<file path="src/rtl/serial_add_ctrl.sv">
// Bit-serial adder controller: one full-adder slice sequenced over WIDTH cycles.
// Optional subtract mode (port `sub`) is enabled by defining SERIAL_ADD_SUB_EN.

module serial_add_ctrl #(
  parameter int WIDTH = 8
) (
  input  logic             clk,
  input  logic             rst,
  input  logic             start,
  input  logic [WIDTH-1:0] a,
  input  logic [WIDTH-1:0] b,
  input  logic             cin,
`ifdef SERIAL_ADD_SUB_EN
  input  logic             sub,
`endif
  output logic             busy,
  output logic             done,
  output logic [WIDTH-1:0] sum,
  output logic             cout
);

  localparam int CW = (WIDTH > 1) ? $clog2(WIDTH) : 1;
  localparam logic [CW-1:0] LAST_BIT = CW'(WIDTH - 1);

  typedef enum logic [1:0] {
    ST_IDLE = 2'd0,
    ST_RUN  = 2'd1,
    ST_DONE = 2'd2
  } state_t;

  state_t           state_r, state_s;
  logic [WIDTH-1:0] a_sr_r, a_sr_s;
  logic [WIDTH-1:0] b_sr_r, b_sr_s;
  logic [WIDTH-1:0] sum_sr_r, sum_sr_s;
  logic             carry_r, carry_s;
  logic [CW-1:0]    cnt_r, cnt_s;
  logic             busy_r, busy_s;
  logic             done_r, done_s;
  logic [WIDTH-1:0] sum_r, sum_s;
  logic             cout_r, cout_s;
  logic             fa_sum_s;
  logic             fa_cout_s;
  logic [WIDTH-1:0] b_cap_s;
  logic             carry_cap_s;

  fa u_fa (
    .a    (a_sr_r[0]),
    .b    (b_sr_r[0]),
    .cin  (carry_r),
    .s    (fa_sum_s),
    .cout (fa_cout_s)
  );

  // Operand/carry values loaded on an accepted start (subtract = a + ~b + 1)
  always_comb begin
    b_cap_s     = b;
    carry_cap_s = cin;
`ifdef SERIAL_ADD_SUB_EN
    if (sub) begin
      b_cap_s     = ~b;
      carry_cap_s = 1'b1;
    end else begin
      b_cap_s     = b;
      carry_cap_s = cin;
    end
`endif
  end

  // Next-state, datapath and output-register logic
  always_comb begin
    state_s  = state_r;
    a_sr_s   = a_sr_r;
    b_sr_s   = b_sr_r;
    sum_sr_s = sum_sr_r;
    carry_s  = carry_r;
    cnt_s    = cnt_r;
    sum_s    = sum_r;
    cout_s   = cout_r;

    case (state_r)
      ST_IDLE: begin
        if (start) begin
          a_sr_s   = a;
          b_sr_s   = b_cap_s;
          carry_s  = carry_cap_s;
          cnt_s    = '0;
          sum_sr_s = '0;
          state_s  = ST_RUN;
        end else begin
          state_s  = ST_IDLE;
        end
      end
      ST_RUN: begin
        a_sr_s   = {1'b0, a_sr_r[WIDTH-1:1]};
        b_sr_s   = {1'b0, b_sr_r[WIDTH-1:1]};
        sum_sr_s = {fa_sum_s, sum_sr_r[WIDTH-1:1]};
        carry_s  = fa_cout_s;
        cnt_s    = cnt_r + {{(CW-1){1'b0}}, 1'b1};
        // Last bit: publish the completed word, never a partial one
        if (cnt_r == LAST_BIT) begin
          state_s = ST_DONE;
          sum_s   = {fa_sum_s, sum_sr_r[WIDTH-1:1]};
          cout_s  = fa_cout_s;
        end else begin
          state_s = ST_RUN;
        end
      end
      ST_DONE: begin
        state_s = ST_IDLE;
      end
      default: begin
        state_s = ST_IDLE;
      end
    endcase

    busy_s = (state_s == ST_RUN);
    done_s = (state_s == ST_DONE);
  end

  // State register
  always_ff @(posedge clk) begin
    if (rst) begin
      state_r <= ST_IDLE;
    end else begin
      state_r <= state_s;
    end
  end

  // Datapath and registered outputs
  always_ff @(posedge clk) begin
    if (rst) begin
      a_sr_r   <= '0;
      b_sr_r   <= '0;
      sum_sr_r <= '0;
      carry_r  <= 1'b0;
      cnt_r    <= '0;
      busy_r   <= 1'b0;
      done_r   <= 1'b0;
      sum_r    <= '0;
      cout_r   <= 1'b0;
    end else begin
      a_sr_r   <= a_sr_s;
      b_sr_r   <= b_sr_s;
      sum_sr_r <= sum_sr_s;
      carry_r  <= carry_s;
      cnt_r    <= cnt_s;
      busy_r   <= busy_s;
      done_r   <= done_s;
      sum_r    <= sum_s;
      cout_r   <= cout_s;
    end
  end

  assign busy = busy_r;
  assign done = done_r;
  assign sum  = sum_r;
  assign cout = cout_r;

endmodule

// 1-bit full adder slice shared by the serial controller.
module fa (
  input  logic a,
  input  logic b,
  input  logic cin,
  output logic s,
  output logic cout
);

  assign s    = a ^ b ^ cin;
  assign cout = (a & b) | (cin & (a ^ b));

endmodule

</file>
<file path="config.mk">
export PLATFORM = sky130hd
export DESIGN_NAME = serial_add_ctrl
export DESIGN_NICKNAME = d
export VERILOG_FILES = /design/src/rtl/serial_add_ctrl.sv
export SDC_FILE = /design/constraint.sdc
export NUM_CORES = 1
export LEC_CHECK = 0
export CAP_MARGIN = 0
export CORE_MARGIN = 5
export CORE_UTILIZATION = 45
export CTS_CLUSTER_DIAMETER = 200
export DETAILED_ROUTE_END_ITERATION = 7
export HOLD_SLACK_MARGIN = 0.05
export PLACE_DENSITY = 0.74
export SLEW_MARGIN = 10
export SYNTH_ARGS = -nofsm -noshare
export SYNTH_HDL_FRONTEND = slang
export SYNTH_SLANG_ARGS = --single-unit
</file>
<file path="constraint.sdc">
create_clock -name clk -period 1.2 [get_ports clk]
set_input_delay 0.18 -clock clk [delete_from_list [all_inputs] [get_ports clk]]
set_output_delay 0.18 -clock clk [all_outputs]
set_load 0.02 [all_outputs]
</file>
# After elaboration in Yosys (flattened, before gate mapping)
# Index checks and enable logic that the tools add are counted.
# Widths: inputs -> output; s select.
# op_classes
shift,0
addsub,1
eq_ne,5
bitwise,5
muxes,13
n_div,0
multipliers,0
n_lt_le_gt_ge,0
n_reduce_logical,4
# ops
operator,n
$pmux 8 s2,3
$mux 8,3
$pmux 3 s2,1
$eq 2x1->1 const B,2
$pmux 2 s2,1
$reduce_and 2->1,2
$add 3x1->3 const B,1
$eq 3x3->1 const B,1
$mux 3,1
$and 1x1->1,2
$eq 2x2->1 const B,1
$logic_not 2->1,1
$mux 1,2
$mux 2,1
$ne 2x2->1 const B,1
$pmux 1 s2,1
$reduce_bool 2->1,1
$xor 1x1->1,2
$or 1x1->1,1
# word_totals
output_inout_bits,11
latchBits,0
rom_bits,0
elab_cells,38
regBits,41
memories,0
ramBits,0

# Logic depth before layout (Yosys ltp)
# logic_depth
depth_word,4
ltp_mapped,6
ltp_nobuf,5

# Modules after synthesis
# A second synthesis with hierarchy kept.
# unflattened
hier_cells,164
area_unflattened_um2,1572.8
# by_module_without_submodules
mod,cells_each,area_each_um2,instances
serial_add_ctrl,163,1552.7,1
fa,1,20.0,1

# Least setup slack after synthesis
# No wires, ideal clock.
# synth_path
path_type,flip-flop to flip-flop
start,reg cnt_r[0]
end,"reg sum_r[2], in the netlist sum[2]"
stages_incl_launch_ff,7
t_arrival_ns,1.105
period_less_slack_ns,1.237
path_buffers,1
setup_slack_ns,-0.037
cell_sequence,dfxtp_1 > ha_1 > ha_1 > and3b_1 > buf_2 > nand2_1 > a21oi_1
# synth_between
elab_chain_cells,2
# synth_rtl
item,line_no,rtl
"start, declared",36,"logic [CW-1:0] cnt_r, cnt_s;"
"start signal, assigned",146,cnt_r <= cnt_s;
$eq 3x3->1,100,if (cnt_r == LAST_BIT) begin
$reduce_and 2->1 (no line),--,
"end signal, assigned",149,sum_r <= sum_s;
"end, declared",39,"logic [WIDTH-1:0] sum_r, sum_s;"
# Every way passes these cells.
# A chain may end at the register's enable or synchronous reset.

# Final worst setup path
# layout_path
start,reg cnt_r[0]
end,"reg cout_r, in the netlist cout"
# layout_between
elab_chain_cells,2
# layout_rtl
item,line_no,rtl
$eq 3x3->1,100,
$reduce_and 2->1 (no line),--,
"end signal, assigned",150,cout_r <= cout_s;
"end, declared",40,"logic cout_r, cout_s;"
# Every way passes these cells.

==> results.toml <==
[sta]
final.setup.worst_slack_ps = -2.20
rsz0062_at_grt = "true"
worst_hold_slack_ps = 463
skew_ps = 8.99
setup_viol = 1
finalCriticalPeriod_ps = 1200
slew_viol_final = 0
relSlewSlack = 0.826
worst_pin_slew_ps = 261
finalHoldViolCount = 0
min_period_over_period = 1.00
max_freq_ghz = 0.832

[critical_path]
crit_required_ps = 1490
crit_type = "reg -> reg"
worst-path-max-fanout = 11
critPathCaptureType = "flip-flop"
worstPathArrival_ps = 1500
crit_path_start_kind = "flip-flop"

[power_and_ir_drop]
ir_drop_v = 0.000766
p_leak_uw = 0.000823
power_uw = 2490
powerDensity_mw_per_mm2 = 1160

[die]
die_h_microns = 69.1
std_cell_rows = 21
num_io_pins = 31
core_area_sq_mm = 0.00336
dieArea_sq_mm = 0.00478
die_w_microns = 69.1
initial_utilization = 0.468

[finish]
finalNetCount = 226
stdcell_area_sq_mm = 0.00214
num_antenna_cells = 0
drive_gt1_frac = 0.240
area_growth_pct = 36.1
stdcell_count = 250

[placed_design]
gp_congestion = 0.728
hpwl_microns = 2180
place_ws_ps = -235
placed_cells = 238
portBuffers = 30
dpl_cell_area_sq_mm = 0.00197

[status]
violations = "setup timing"
status = "finished, violations left"

[clock_network]
htreeDepth = 2
clock_latency_ps = 350
cts.reportedPaths.clkPinSlew_ps = 120
cts_sinks = 40
ctsRootBufferMaster = "clkbuf_4"
cts_buffers = 5
clk_path_buf_depth = 2
cts_tree = "yes"

[routing]
routedWlPerCell_microns = 13.6
first_iter_violations = 81
wirelength_microns = 3390
final_antenna_net_count = 0
viasPerCell = 5.18
route.detailed.drc = 0
via_count = 1295
dr.pass1.iters = 4

[grt]
grt_pass1_vias = 1274
grt_util_all_layers = 0.140
grt_max_degree = 41
grt_pass1_wl_microns = 5480
gr-total-overflow = 0
antenna_found_initial = 0

[yosys]
synth_nets = 187
synthesis.instances = 164
netlist_top_cells_area = "dfxtp_1 51%, mux2i_1 10%, a211oi_1 7.6%, nor2_1 6.9%, a22oi_1 5.3%"
yosysMostFrequentCell = "dfxtp_1"
synth_commonest_cells = "40 x dfxtp_1, 29 x nor2_1, 18 x nand2_1"
synth_top_area_frac = 0.509
yosys.area.top_type = "dfxtp_1"
ys_async_sr_fraction = 0
synth_edf_count = 0
ys_seq_area_frac = 0.509
synth_seq_cells = 40
postSynthAreaPerCell_sq_um = 9.59
synth_cell_type_count = 23
syn_area_sq_mm = 0.00157
ys.flop_type = "dfxtp_1"
ys_warn_count = 0

[min_path]
holdCritPathClass = "reg -> reg"

[run]
drv_cap = 0
## flip-flops by register name, summed over array words and instances (netlist names)
signal,flops
cnt_r,3
state_r,2
sum,8
busy,1
b_sr_r,8
carry_r,1
done,1
a_sr_r,8
sum_sr_r,7
cout,1
## per-layer routing
metal  part of all wire  GRT usage  vias to the layer above
met5                  0          0                        -
met4              0.010     0.0716                        0
met3              0.047     0.0422                        4
met2               0.52      0.240                       34
met1               0.43      0.154                      605
li1                   -          -                      652
## path summary, 6_finish.rpt
check | slack (ps) | endpoint | startpoint | cells after the start
hold / removal | 460 | sum[3] | sum[3] | 2
hold reg to reg | 460 | sum[3] | sum[3] | 2
setup reg to reg | -2 | cout | cnt_r[0] | 6
setup / recovery | -2 | cout | cnt_r[0] | 6
## report_power, final
part           internal (uW)  leakage, uW  switching [uW]
logic                    193     0.000462             155
registers               1390     0.000329            38.4
clock network            287    0.0000315             426
total                   1870     0.000823             619
## logic make-up after synthesis
kind of cell / count (synthesis) / share of synthesized area
and+or+nand+nor: 53 / 0.138
DFF: 40 / 0.509
adders and majority gates: 3 / 0.0286
buffers and inverters: 14 / 0.0541
muxes: 16 / 0.102
AOI/OAI and AO/OA: 38 / 0.169
## metrics by stage
step	TNS (ps)	util
2_1_floorplan	0	-
3_3_place_gp	-3380	0.586
3_5_place_dp	-4770	0.586
4_1_cts	-286	0.605
5_1_grt	-770	0.637
6_report	-2.20	0.637
## layout make-up
| type | instances | area, sq um |
|---|---|---|
| repair buffers | 44 | 433 |
| multi-input cells | 111 | 773 |
| clock buffers | 7 | 55.1 |
| inverters | 1 | 3.75 |
| fillers | 296 | 1220 |
| well taps | 46 | 57.6 |
| clock inverters | 1 | 7.51 |
| flip-flops and latches | 40 | 811 |
## worst max-delay path: stages (launching register included)
cell and delay (ps):
dfxtp_2 360, ha_4 160, ha_4 160, nand3b_1 130, buf_12 140, nand2_1 70, a21oi_2 120
## layout by cell type (no fill, tap or decap), types with 3 or more instances in the layout
cell type	synthesis	routed
a22oi_2	0	4
buf_4	2	7
mux2i_1	16	15
buf_12	0	3
nand2_1	18	17
nor2_1	29	29
clkbuf_4	0	5
a22oi_1	11	7
a21oi_2	0	3
clkbuf_2	1	7
clkdlybuf4s50_1	0	19
a21oi_1	9	6
a211oi_1	16	16
dfxtp_1	40	36
## repair_timing
item / CTS / global route
endpoints found under the setup margin: 28 / 39
hold buffers: 0 / 0
pin swaps: 4 / 4
setup buffers: 0 / 2
resized for setup: 27 / 30
gates cloned: 0 / 3
Note: power is estimated with default switching activity, not from simulation.
